**src/rtl/id_pkg.sv**
```systemverilog
// id_pkg: shared encodings and default latencies for the decode-stage hazard scoreboard.
package id_pkg;
  typedef enum logic [1:0] {
    UNIT_ALU  = 2'd0,
    UNIT_LOAD = 2'd1,
    UNIT_MULT = 2'd2,
    UNIT_ALT  = 2'd3
  } unit_e;
  typedef enum logic [1:0] {
    CAUSE_NONE   = 2'd0,
    CAUSE_RAW    = 2'd1,
    CAUSE_WAW    = 2'd2,
    CAUSE_STRUCT = 2'd3
  } cause_e;
  localparam int LAT_ALU_D  = 1;
  localparam int LAT_LOAD_D = 3;
  localparam int LAT_MULT_D = 10;
  localparam int FWD_SLOT_D = 1;
endpackage

```
**src/rtl/id_hazard_sb_if.sv**
```systemverilog
// id_hazard_sb_if: decode request, issue/stall status and predicted write-back.
interface id_hazard_sb_if;
  logic       id_valid;
  logic       id_flush;
  logic [4:0] id_rs;
  logic [4:0] id_rt;
  logic       id_rs_use;
  logic       id_rt_use;
  logic       id_src_fp;
  logic       id_wr_en;
  logic [4:0] id_wr_reg;
  logic       id_wr_fp;
  logic [1:0] id_unit;
  logic       id_issue;
  logic       id_stall;
  logic [1:0] stall_cause;
  logic       mult_busy;
  logic       wb_valid;
  logic [4:0] wb_reg;
  logic       wb_fp;
  modport master (
    output id_valid, id_flush, id_rs, id_rt, id_rs_use, id_rt_use, id_src_fp,
           id_wr_en, id_wr_reg, id_wr_fp, id_unit,
    input  id_issue, id_stall, stall_cause, mult_busy, wb_valid, wb_reg, wb_fp
  );
  modport slave (
    input  id_valid, id_flush, id_rs, id_rt, id_rs_use, id_rt_use, id_src_fp,
           id_wr_en, id_wr_reg, id_wr_fp, id_unit,
    output id_issue, id_stall, stall_cause, mult_busy, wb_valid, wb_reg, wb_fp
  );
endinterface

```
**src/rtl/id_rsr.sv**
```systemverilog
// id_rsr: result shift register with post-shift source/destination match vectors.
module id_rsr
  import id_pkg::*;
#(
  parameter int DEPTH = LAT_MULT_D
) (
  input  logic                     clk,
  input  logic                     rst_n,
  input  logic                     wr_en,
  input  logic [$clog2(DEPTH)-1:0] wr_slot,
  input  logic [4:0]               wr_reg,
  input  logic                     wr_fp,
  input  logic [4:0]               rs,
  input  logic [4:0]               rt,
  input  logic                     rs_use,
  input  logic                     rt_use,
  input  logic                     src_fp,
  input  logic [4:0]               dst_reg,
  input  logic                     dst_fp,
  output logic [DEPTH-1:0]         post_valid,
  output logic [DEPTH-1:0]         raw_vec,
  output logic [DEPTH-1:0]         waw_vec,
  output logic                     wb_valid,
  output logic [4:0]               wb_reg,
  output logic                     wb_fp
);
  logic [DEPTH-1:0]      v, f, pf, wr_hot;
  logic [DEPTH-1:0][4:0] r, pr;
  logic                  rs_ok, rt_ok;
  // integer r0 is hardwired, so it never counts as a live source
  assign rs_ok = rs_use & (src_fp | (rs != 5'd0));
  assign rt_ok = rt_use & (src_fp | (rt != 5'd0));
  assign post_valid = {1'b0, v[DEPTH-1:1]};
  assign wr_hot = wr_en ? ({{(DEPTH-1){1'b0}}, 1'b1} << wr_slot) : '0;
  for (genvar k = 0; k < DEPTH; k++) begin : g_slot
    if (k < DEPTH - 1) begin : g_mid
      assign pr[k] = r[k+1];
      assign pf[k] = f[k+1];
    end else begin : g_top
      assign pr[k] = '0;
      assign pf[k] = 1'b0;
    end
    assign raw_vec[k] = post_valid[k] & (pf[k] == src_fp) &
                        ((rs_ok & (pr[k] == rs)) | (rt_ok & (pr[k] == rt)));
    assign waw_vec[k] = post_valid[k] & (pf[k] == dst_fp) & (pr[k] == dst_reg);
  end
  always_ff @(posedge clk or negedge rst_n)
    if (!rst_n) begin
      v <= '0;
      f <= '0;
      r <= '0;
    end else begin
      for (int i = 0; i < DEPTH; i++) begin
        v[i] <= wr_hot[i] | post_valid[i];
        r[i] <= wr_hot[i] ? wr_reg : pr[i];
        f[i] <= wr_hot[i] ? wr_fp : pf[i];
      end
    end
  assign wb_valid = v[0];
  assign wb_reg   = r[0];
  assign wb_fp    = f[0];
endmodule

```
**src/rtl/id_hazard_sb.sv**
```systemverilog
// id_hazard_sb: decode-stage scoreboard deciding issue vs stall (structural > RAW > WAW).
module id_hazard_sb
  import id_pkg::*;
#(
  parameter int LAT_ALU  = LAT_ALU_D,
  parameter int LAT_LOAD = LAT_LOAD_D,
  parameter int LAT_MULT = LAT_MULT_D,
  parameter int FWD_SLOT = FWD_SLOT_D
) (
  input logic           clk,
  input logic           rst_n,
  id_hazard_sb_if.slave bus
);
  localparam int SW = $clog2(LAT_MULT);
  logic [SW-1:0]       lat_m1, mult_cnt;
  logic [LAT_MULT-1:0] post_valid, raw_vec, waw_vec;
  logic                live, is_mult, wr_req, struct_haz, raw, waw, hazard;
  assign is_mult = bus.id_unit == UNIT_MULT;
  assign lat_m1 = bus.id_unit == UNIT_LOAD ? SW'(LAT_LOAD - 1) :
                  is_mult                  ? SW'(LAT_MULT - 1) : SW'(LAT_ALU - 1);
  assign wr_req = bus.id_wr_en & (bus.id_wr_fp | (bus.id_wr_reg != 5'd0));
  // a non-writing instruction claims no write-back slot and cannot reorder writes
  assign struct_haz = (wr_req & post_valid[lat_m1]) | (is_mult & bus.mult_busy);
  assign raw = |(raw_vec & ({LAT_MULT{1'b1}} << FWD_SLOT));
  assign waw = wr_req & |(waw_vec & ({LAT_MULT{1'b1}} << lat_m1));
  assign hazard = struct_haz | raw | waw;
  assign live = bus.id_valid & ~bus.id_flush;
  assign bus.id_issue = live & ~hazard;
  assign bus.id_stall = live & hazard;
  assign bus.stall_cause = !live      ? CAUSE_NONE   :
                           struct_haz ? CAUSE_STRUCT :
                           raw        ? CAUSE_RAW    :
                           waw        ? CAUSE_WAW    : CAUSE_NONE;
  always_ff @(posedge clk or negedge rst_n)
    if (!rst_n) mult_cnt <= '0;
    else if (bus.id_issue & is_mult) mult_cnt <= SW'(LAT_MULT - 1);
    else if (mult_cnt != '0) mult_cnt <= mult_cnt - 1'b1;
  assign bus.mult_busy = mult_cnt != '0;
  id_rsr #(.DEPTH(LAT_MULT)) u_rsr (
    .clk        (clk),
    .rst_n      (rst_n),
    .wr_en      (bus.id_issue & wr_req),
    .wr_slot    (lat_m1),
    .wr_reg     (bus.id_wr_reg),
    .wr_fp      (bus.id_wr_fp),
    .rs         (bus.id_rs),
    .rt         (bus.id_rt),
    .rs_use     (bus.id_rs_use),
    .rt_use     (bus.id_rt_use),
    .src_fp     (bus.id_src_fp),
    .dst_reg    (bus.id_wr_reg),
    .dst_fp     (bus.id_wr_fp),
    .post_valid (post_valid),
    .raw_vec    (raw_vec),
    .waw_vec    (waw_vec),
    .wb_valid   (bus.wb_valid),
    .wb_reg     (bus.wb_reg),
    .wb_fp      (bus.wb_fp)
  );
endmodule

```
**src/flat_wrapper.sv**
```systemverilog
// flat-port wrapper written by rule: the top's interface ports become plain ports
module id_hazard_sb_flat import id_pkg::*;
#(
  parameter int LAT_ALU  = LAT_ALU_D,
  parameter int LAT_LOAD = LAT_LOAD_D,
  parameter int LAT_MULT = LAT_MULT_D,
  parameter int FWD_SLOT = FWD_SLOT_D
)
  (clk, rst_n, bus_id_valid, bus_id_flush, bus_id_rs, bus_id_rt, bus_id_rs_use, bus_id_rt_use, bus_id_src_fp, bus_id_wr_en, bus_id_wr_reg, bus_id_wr_fp, bus_id_unit, bus_id_issue, bus_id_stall, bus_stall_cause, bus_mult_busy, bus_wb_valid, bus_wb_reg, bus_wb_fp);
  id_hazard_sb_if bus_i ();
  input logic clk;
  input logic rst_n;
  input wire logic [$bits(bus_i.id_valid)-1:0] bus_id_valid;
  input wire logic [$bits(bus_i.id_flush)-1:0] bus_id_flush;
  input wire logic [$bits(bus_i.id_rs)-1:0] bus_id_rs;
  input wire logic [$bits(bus_i.id_rt)-1:0] bus_id_rt;
  input wire logic [$bits(bus_i.id_rs_use)-1:0] bus_id_rs_use;
  input wire logic [$bits(bus_i.id_rt_use)-1:0] bus_id_rt_use;
  input wire logic [$bits(bus_i.id_src_fp)-1:0] bus_id_src_fp;
  input wire logic [$bits(bus_i.id_wr_en)-1:0] bus_id_wr_en;
  input wire logic [$bits(bus_i.id_wr_reg)-1:0] bus_id_wr_reg;
  input wire logic [$bits(bus_i.id_wr_fp)-1:0] bus_id_wr_fp;
  input wire logic [$bits(bus_i.id_unit)-1:0] bus_id_unit;
  output wire logic [$bits(bus_i.id_issue)-1:0] bus_id_issue;
  output wire logic [$bits(bus_i.id_stall)-1:0] bus_id_stall;
  output wire logic [$bits(bus_i.stall_cause)-1:0] bus_stall_cause;
  output wire logic [$bits(bus_i.mult_busy)-1:0] bus_mult_busy;
  output wire logic [$bits(bus_i.wb_valid)-1:0] bus_wb_valid;
  output wire logic [$bits(bus_i.wb_reg)-1:0] bus_wb_reg;
  output wire logic [$bits(bus_i.wb_fp)-1:0] bus_wb_fp;
  assign bus_i.id_valid = bus_id_valid;
  assign bus_i.id_flush = bus_id_flush;
  assign bus_i.id_rs = bus_id_rs;
  assign bus_i.id_rt = bus_id_rt;
  assign bus_i.id_rs_use = bus_id_rs_use;
  assign bus_i.id_rt_use = bus_id_rt_use;
  assign bus_i.id_src_fp = bus_id_src_fp;
  assign bus_i.id_wr_en = bus_id_wr_en;
  assign bus_i.id_wr_reg = bus_id_wr_reg;
  assign bus_i.id_wr_fp = bus_id_wr_fp;
  assign bus_i.id_unit = bus_id_unit;
  assign bus_id_issue = bus_i.id_issue;
  assign bus_id_stall = bus_i.id_stall;
  assign bus_stall_cause = bus_i.stall_cause;
  assign bus_mult_busy = bus_i.mult_busy;
  assign bus_wb_valid = bus_i.wb_valid;
  assign bus_wb_reg = bus_i.wb_reg;
  assign bus_wb_fp = bus_i.wb_fp;
  id_hazard_sb #(.LAT_ALU(LAT_ALU), .LAT_LOAD(LAT_LOAD), .LAT_MULT(LAT_MULT), .FWD_SLOT(FWD_SLOT)) u_core (.clk(clk), .rst_n(rst_n), .bus(bus_i));
endmodule
```
**config.mk**
```make
export PLATFORM = sky130hd
export DESIGN_NAME = id_hazard_sb_flat
export DESIGN_NICKNAME = d
export VERILOG_FILES = /design/src/rtl/id_pkg.sv /design/src/rtl/id_hazard_sb_if.sv /design/src/rtl/id_rsr.sv /design/src/rtl/id_hazard_sb.sv /design/src/flat_wrapper.sv
export SDC_FILE = /design/constraint.sdc
export NUM_CORES = 1
export LEC_CHECK = 0
export BUFFER_PORTS_ARGS = -buffer_cell sky130_fd_sc_hd__buf_2
export CAP_MARGIN = 40
export CORE_ASPECT_RATIO = 1.2
export CORE_MARGIN = 2
export CORE_UTILIZATION = 54
export CTS_CLUSTER_SIZE = 10
export DETAILED_ROUTE_END_ITERATION = 10
export PLACE_DENSITY = 0.85
export SYNTH_ARGS = -nofsm -noshare
export SYNTH_HDL_FRONTEND = slang
export SYNTH_SLANG_ARGS = --single-unit
```
**constraint.sdc**
```tcl
create_clock -name clk -period 2.32 [get_ports clk]
set_input_delay 0.116 -clock clk [delete_from_list [all_inputs] [get_ports clk]]
set_output_delay 0.116 -clock clk [all_outputs]
set_load 0.005 [all_outputs]
```
Word level (Yosys, flattened, before mapping)
Cells that the tools add are included.
Cells by class
  $add $sub $neg: 1
  bitwise gates (word level): 87
  equal/unequal tests: 44
  shifts and indexed selects: 2
  div/mod/pow operators: 0
  multipliers: 0
  muxes and demuxes: 31
  magnitude comparators: 1
  reduce and logical (&&, ||, !) cells: 7
Operator list (number)
  == test 5 bit: 25
  AND 1 bit: 61
  2-to-1 mux 5 bit: 10
  OR 1 bit: 23
  == test 1 bit: 17
  2-to-1 mux 4 bit: 4
  nonzero test 5 bit: 3
  2-to-1 mux 1 bit: 11
  AND 9 x 10 -> 10 bit: 1
  2-to-1 mux 10 bit: 1
  OR reduction 10 bit: 1
  left shift 1 x 4 -> 10 bit (first input constant): 1
  left shift 10 x 4 -> 10 bit (first input constant): 1
  2-to-1 mux 2 bit: 4
  OR reduction 8 bit: 1
  < comparator 4 x 5 -> 1 bit (second input constant): 1
  binary-select mux 1 bit (select 4 bit): 1
  nonzero test 4 bit: 1
  subtractor 4 x 1 -> 4 bit (second input constant): 1
  == test 2 x 1 -> 1 bit (second input constant): 1
  == test 2 bit (second input constant): 1
  inverter 1 bit: 2
  nonzero test 2 bit: 1
Word-level totals
  RAM bits: 0
  memories kept: 0
  latch bits: 0
  input port bits: 26
  bits in registers: 74
  logic and storage cells: 186
  memory bits (read-only): 0

Logic depth before layout (Yosys ltp)
  word-level depth: 14
  gate-level depth with buffers: 9
  gate-level depth less buffers: 8

Hierarchy
From an unflattened synthesis, not the netlist that was laid out.
Unflattened totals
  cells, all modules: 467
  area total of the unflattened synthesis: 4989.8 sq um
By module, submodules not included
  id_rsr: area an instance 4539.4 sq um, instances 1, cells an instance 412
  id_hazard_sb: area an instance 450.4 sq um, instances 1, cells an instance 55

Worst setup path before layout
OpenSTA, ideal clock, no wires.
  path kind: reg2reg
  start point: reg u_core.u_rsr.r, in the netlist u_core.u_rsr.pr[28]
  end point: reg u_core.u_rsr.f[0]
  cell stages (with the launch flop): 8
  path slack: 75 ps
  period minus slack after synthesis: 2245 ps
  arrival time: 2120 ps
  library setup time: 125 ps
  cell sequence: dfrtp_1 -> xnor2_1 -> nand4_1 -> nor4_1 -> nor4_1 -> a21oi_1 -> nor4_4 -> mux2_2
Between the ends
  cells in the longest elaborated chain, start to end: 12
  elaborated cells between the ends (all ways): 19
  those cells by class: eq/ne (3); mux (2); bitwise (12); reduce/logical (2)
RTL lines
  start, declared: RTL line id_rsr.sv:28  | logic [DEPTH-1:0][4:0] r, pr;
  start signal, assigned by index: RTL line id_rsr.sv:55  | r[i] <= wr_hot[i] ? wr_reg : pr[i];
  == test 5 bit: RTL line id_rsr.sv:44  | ((rs_ok & (pr[k] == rs)) | (rt_ok & (pr[k] == rt)));
  AND 1 bit: RTL line id_rsr.sv:44
  OR 1 bit: RTL line id_rsr.sv:44
  AND 1 bit: RTL line id_rsr.sv:43  | assign raw_vec[k] = post_valid[k] & (pf[k] == src_fp) &
  OR reduction 8 bit: RTL line id_hazard_sb.sv:24  | assign raw = |(raw_vec & ({LAT_MULT{1'b1}} << FWD_SLOT));
  OR 1 bit: RTL line id_hazard_sb.sv:26  | assign hazard = struct_haz | raw | waw;
  OR 1 bit *: RTL line id_hazard_sb.sv:26
  inverter 1 bit *: RTL line id_hazard_sb.sv:28  | assign bus.id_issue = live & ~hazard;
  AND 1 bit *: RTL line id_hazard_sb.sv:28
  AND 1 bit *: RTL line id_hazard_sb.sv:42  | .wr_en (bus.id_issue & wr_req),
  2-to-1 mux 10 bit *: RTL line id_rsr.sv:34  | assign wr_hot = wr_en ? ({{(DEPTH-1){1'b0}}, 1'b1} << wr_slot) : '0;
  2-to-1 mux 1 bit *: RTL line id_rsr.sv:56  | f[i] <= wr_hot[i] ? wr_fp : pf[i];
  end signal, assigned by index: RTL line id_rsr.sv:56
  end, declared: RTL line id_rsr.sv:27  | logic [DEPTH-1:0] v, f, pf, wr_hot;
Every way passes the cells marked *; elsewhere a longest branch is shown, timed or not.
A chain may end at the register's enable or synchronous reset.

Worst setup path after layout
  start point: reg u_core.u_rsr.r, in the netlist u_core.u_rsr.pr[43]
  end point: out bus_id_issue
Between the ends
  cells in the longest elaborated chain, start to end: 9
  elaborated cells between the ends (all ways): 16
  those cells by class: eq/ne (3); bitwise (11); reduce/logical (2)
RTL lines
  == test 5 bit: RTL line id_rsr.sv:44
  AND 1 bit: RTL line id_rsr.sv:44
  OR 1 bit: RTL line id_rsr.sv:44
  AND 1 bit: RTL line id_rsr.sv:43
  OR reduction 8 bit: RTL line id_hazard_sb.sv:24
  OR 1 bit: RTL line id_hazard_sb.sv:26
  OR 1 bit *: RTL line id_hazard_sb.sv:26
  inverter 1 bit *: RTL line id_hazard_sb.sv:28
  AND 1 bit *: RTL line id_hazard_sb.sv:28
  end, declared: RTL line flat_wrapper.sv:24  | output wire logic [$bits(bus_i.id_issue)-1:0] bus_id_issue;
Marks and branches as above.

==> impl_metrics.json <==
{
  "drtAntennaViolNets": 0,
  "clk_pin_slew_ns": 0.06,
  "largest_register_ffs": 45,
  "tritoncts": "yes",
  "holdWs_ns": 0.202,
  "die_y_um": 104,
  "die_x_um": 87.0,
  "grt_overflow": 0,
  "fin_crit_sh_pct": 108,
  "diodes": 0,
  "setup_ws_ns": -0.183,
  "drv_cap": 0,
  "grt_max_degree": 34,
  "cp.required_ns": 2.20,
  "cts_buffer_depth": 2,
  "hold_start": "bus_id_wr_fp",
  "clk_latency_ns": 0.36,
  "cp-startpoint": "u_core.u_rsr.pr[43]",
  "worstPathMaxFanout": 4,
  "p_leak_nw": 2.36,
  "cts_buffers": 9,
  "fmaxAchievable_mhz": 399,
  "ir_worst_vdd_mv": 0.306,
  "hold_class": "in -> reg",
  "area_growth_pct": 25.3,
  "violations": "negative setup slack",
  "io_pins": 38,
  "preCtsSetupSlack_ns": -0.263,
  "slew_headroom_pct": 49.6,
  "ys_warn_count": 0,
  "critical_path_class": "reg -> out",
  "numClockSinks": 74,
  "grt_pass1_vias": 3658,
  "clockRootBuffer": "clkbuf_8",
  "initial_utilization_pct": 55.3,
  "htreeDepth": 3,
  "n_fill_cell": 488,
  "arrival_ns": 2.39,
  "syn_nets": 439,
  "num_rows": 36,
  "drc": 0,
  "clock-skew-final_ns": 0.0126,
  "hold_viol_final": 0,
  "coreArea_um2": 8060,
  "place_hpwl_mm": 8.04,
  "rsz0062_at_grt": "yes",
  "final_core_util_pct": 69.3,
  "synth.distinct_cells": 39,
  "ys_seq_area_share_pct": 41.5,
  "finalSetupViolCount": 29,
  "routed_wl_mm": 13.3,
  "synth_area_um2": 4460,
  "power_density_nw_per_um2": 550,
  "drtPass1Iterations": 6,
  "grt_pass1_wl_mm": 18.8,
  "gp_congestion": 0.945,
  "routedWlPerCell_um": 23.0,
  "finalCriticalPeriod_ns": 2.50,
  "drtIter0Drc": 356,
  "total_power_mw": 3.08,
  "port_buffers": 37,
  "drv_slew": 0,
  "synth_seq_cells": 74,
  "vias_per_cell": 6.25,
  "start_kind": "flop",
  "layout-drive-gt1-share_pct": 39.1,
  "avgSynthCellArea_um2": 11.0,
  "worstMarginPinSlew_ns": 0.756,
  "end_kind": "output pin",
  "netlist_instances": 407,
  "vias": 3615,
  "timing.rr.start": "u_core.u_rsr.pr[20]",
  "grt_util_all_layers_pct": 27.6,
  "nNetsFinal": 511,
  "antenna_found_initial": 0,
  "status": "finished, violations left",
  "dieArea_um2": 9010
}
-- placed cells by master (no fill, tap or decap), drive strengths merged, types with 2 or more instances in the layout --
master,synthesis,layout
buf,23,92
clkinv,0,2
xor2,27,27
a21oi,4,4
or4,3,3
nand2,2,2
or2,4,4
dfrtp,74,74
and2,7,7
clkbuf,9,12
o31ai,3,3
nand3,18,18
xnor2,117,117
mux2,24,24
nor4,16,16
nor3,3,3
nor2,9,9
a31o,2,2
o22ai,9,9
nand4,28,28
ha,6,6
inv,7,7
-- cell families (layout without fill, tap and decap cells) --
| logic type | count (synthesis) | after routing | synth area share, % |
|---|---|---|---|
| AOI/OAI and AO/OA | 25 | 25 | 4.18 |
| muxes | 25 | 25 | 6.28 |
| adders and majority gates | 6 | 6 | 1.68 |
| xor gates and xnor gates | 144 | 144 | 28.3 |
| buffers and inverters | 39 | 115 | 4.77 |
| DFF | 74 | 74 | 41.5 |
| and+or+nand+nor | 94 | 94 | 13.3 |
-- per-stage QoR --
stage,cell area (µm²),setup TNS [ns],cells
after CTS,5290,-0.259,573
after global routing,5590,-4.78,578
after detailed placement,4890,-5.15,547
final,5590,-2.57,578
after global placement,4890,-3.57,547
after floorplan,4460,0,407
-- worst max-delay path, stage by stage (launching register included) --
cell      delay (ns)
dfrtp_2         0.45
xnor2_2         0.14
nand4_1         0.16
nor4_4          0.40
nor4_4          0.09
buf_4           0.17
a211oi_4        0.23
nor2_1          0.09
and3_1          0.19
buf_2           0.12
-- power by group --
part | leakage, nW | switching, mW | internal (mW)
sequential | 0.991 | 0.0591 | 1.35
clock | 0.0962 | 0.464 | 0.518
combinational | 1.27 | 0.371 | 0.310
-- synth_stat cells (all sizes together) --
master  number  area, µm²
nor4        16        151
and2         7       43.8
nor3         3       20.0
or2          4       25.0
inv          7       26.3
mux2i        1       10.0
dfrtp       74       1850
o31a         1       8.76
o22ai        9       62.6
a21oi        4       20.0
o21ai        1       5.00
clkbuf       9       33.8
a31oi        1       6.26
o21bai       1       7.51
buf         23        153
o31ai        3       22.5
mux2        24        270
nand2b       1       6.26
nor2         9       33.8
ha           6       75.1
a31o         2       17.5
xnor2      117       1020
and3         1       6.26
a211oi       1       7.51
a22oi        1       21.3
nor2b        1       6.26
nand4       28        175
a21o         1       7.51
or4          3       22.5
xor2        27        236
or3          1       6.26
nand3       18       90.1
nand2        2       7.51
-- metal layers --
| metal | vias to the layer above | global-route usage, % | part of all wire, % |
|---|---|---|---|
| met4 | 0 | 13.5 | 3.8 |
| li1 | 1529 | - | - |
| met5 | - | 0 | 0 |
| met3 | 53 | 7.81 | 7.9 |
| met2 | 241 | 44.0 | 50 |
| met1 | 1792 | 33.9 | 38 |
-- worst paths after layout --
kind | to | cells after the start | slack, ns
worst max-delay path | bus_id_issue | 9 | -0.18
worst min-delay path | u_core.u_rsr.f[9] | 2 | 0.20
worst max register to register | u_core.u_rsr.pr[36] | 10 | -0.12
worst min register to register | u_core.u_rsr.f[6] | 0 | 0.44
max in group asynchronous | u_core.u_rsr.pr[42] | 4 | 1.04
min in group asynchronous | u_core.mult_cnt[2] | 2 | 0.37
-- final cells by class --
| cell class | instances | area (µm²) | share of cell area, % |
|---|---|---|---|
| multi-input combinational | 294 | 2730 | 48.8 |
| timing repair buffer | 93 | 659 | 11.8 |
| inverter | 7 | 26.3 | 0.470 |
| clock inverter | 3 | 40.0 | 0.716 |
| clock buffer | 12 | 145 | 2.60 |
| sequential | 74 | 1870 | 33.5 |
| tap | 95 | 119 | 2.13 |
-- repair_timing --
item	in CTS	in global routing
endpoints found under the setup margin	37	37
hold buffers	1	0
endpoints found under the hold margin	29	0
resized for setup	27	54
pin swaps	13	12
buffers inserted	11	5
Power figures use the tool's default switching activity.
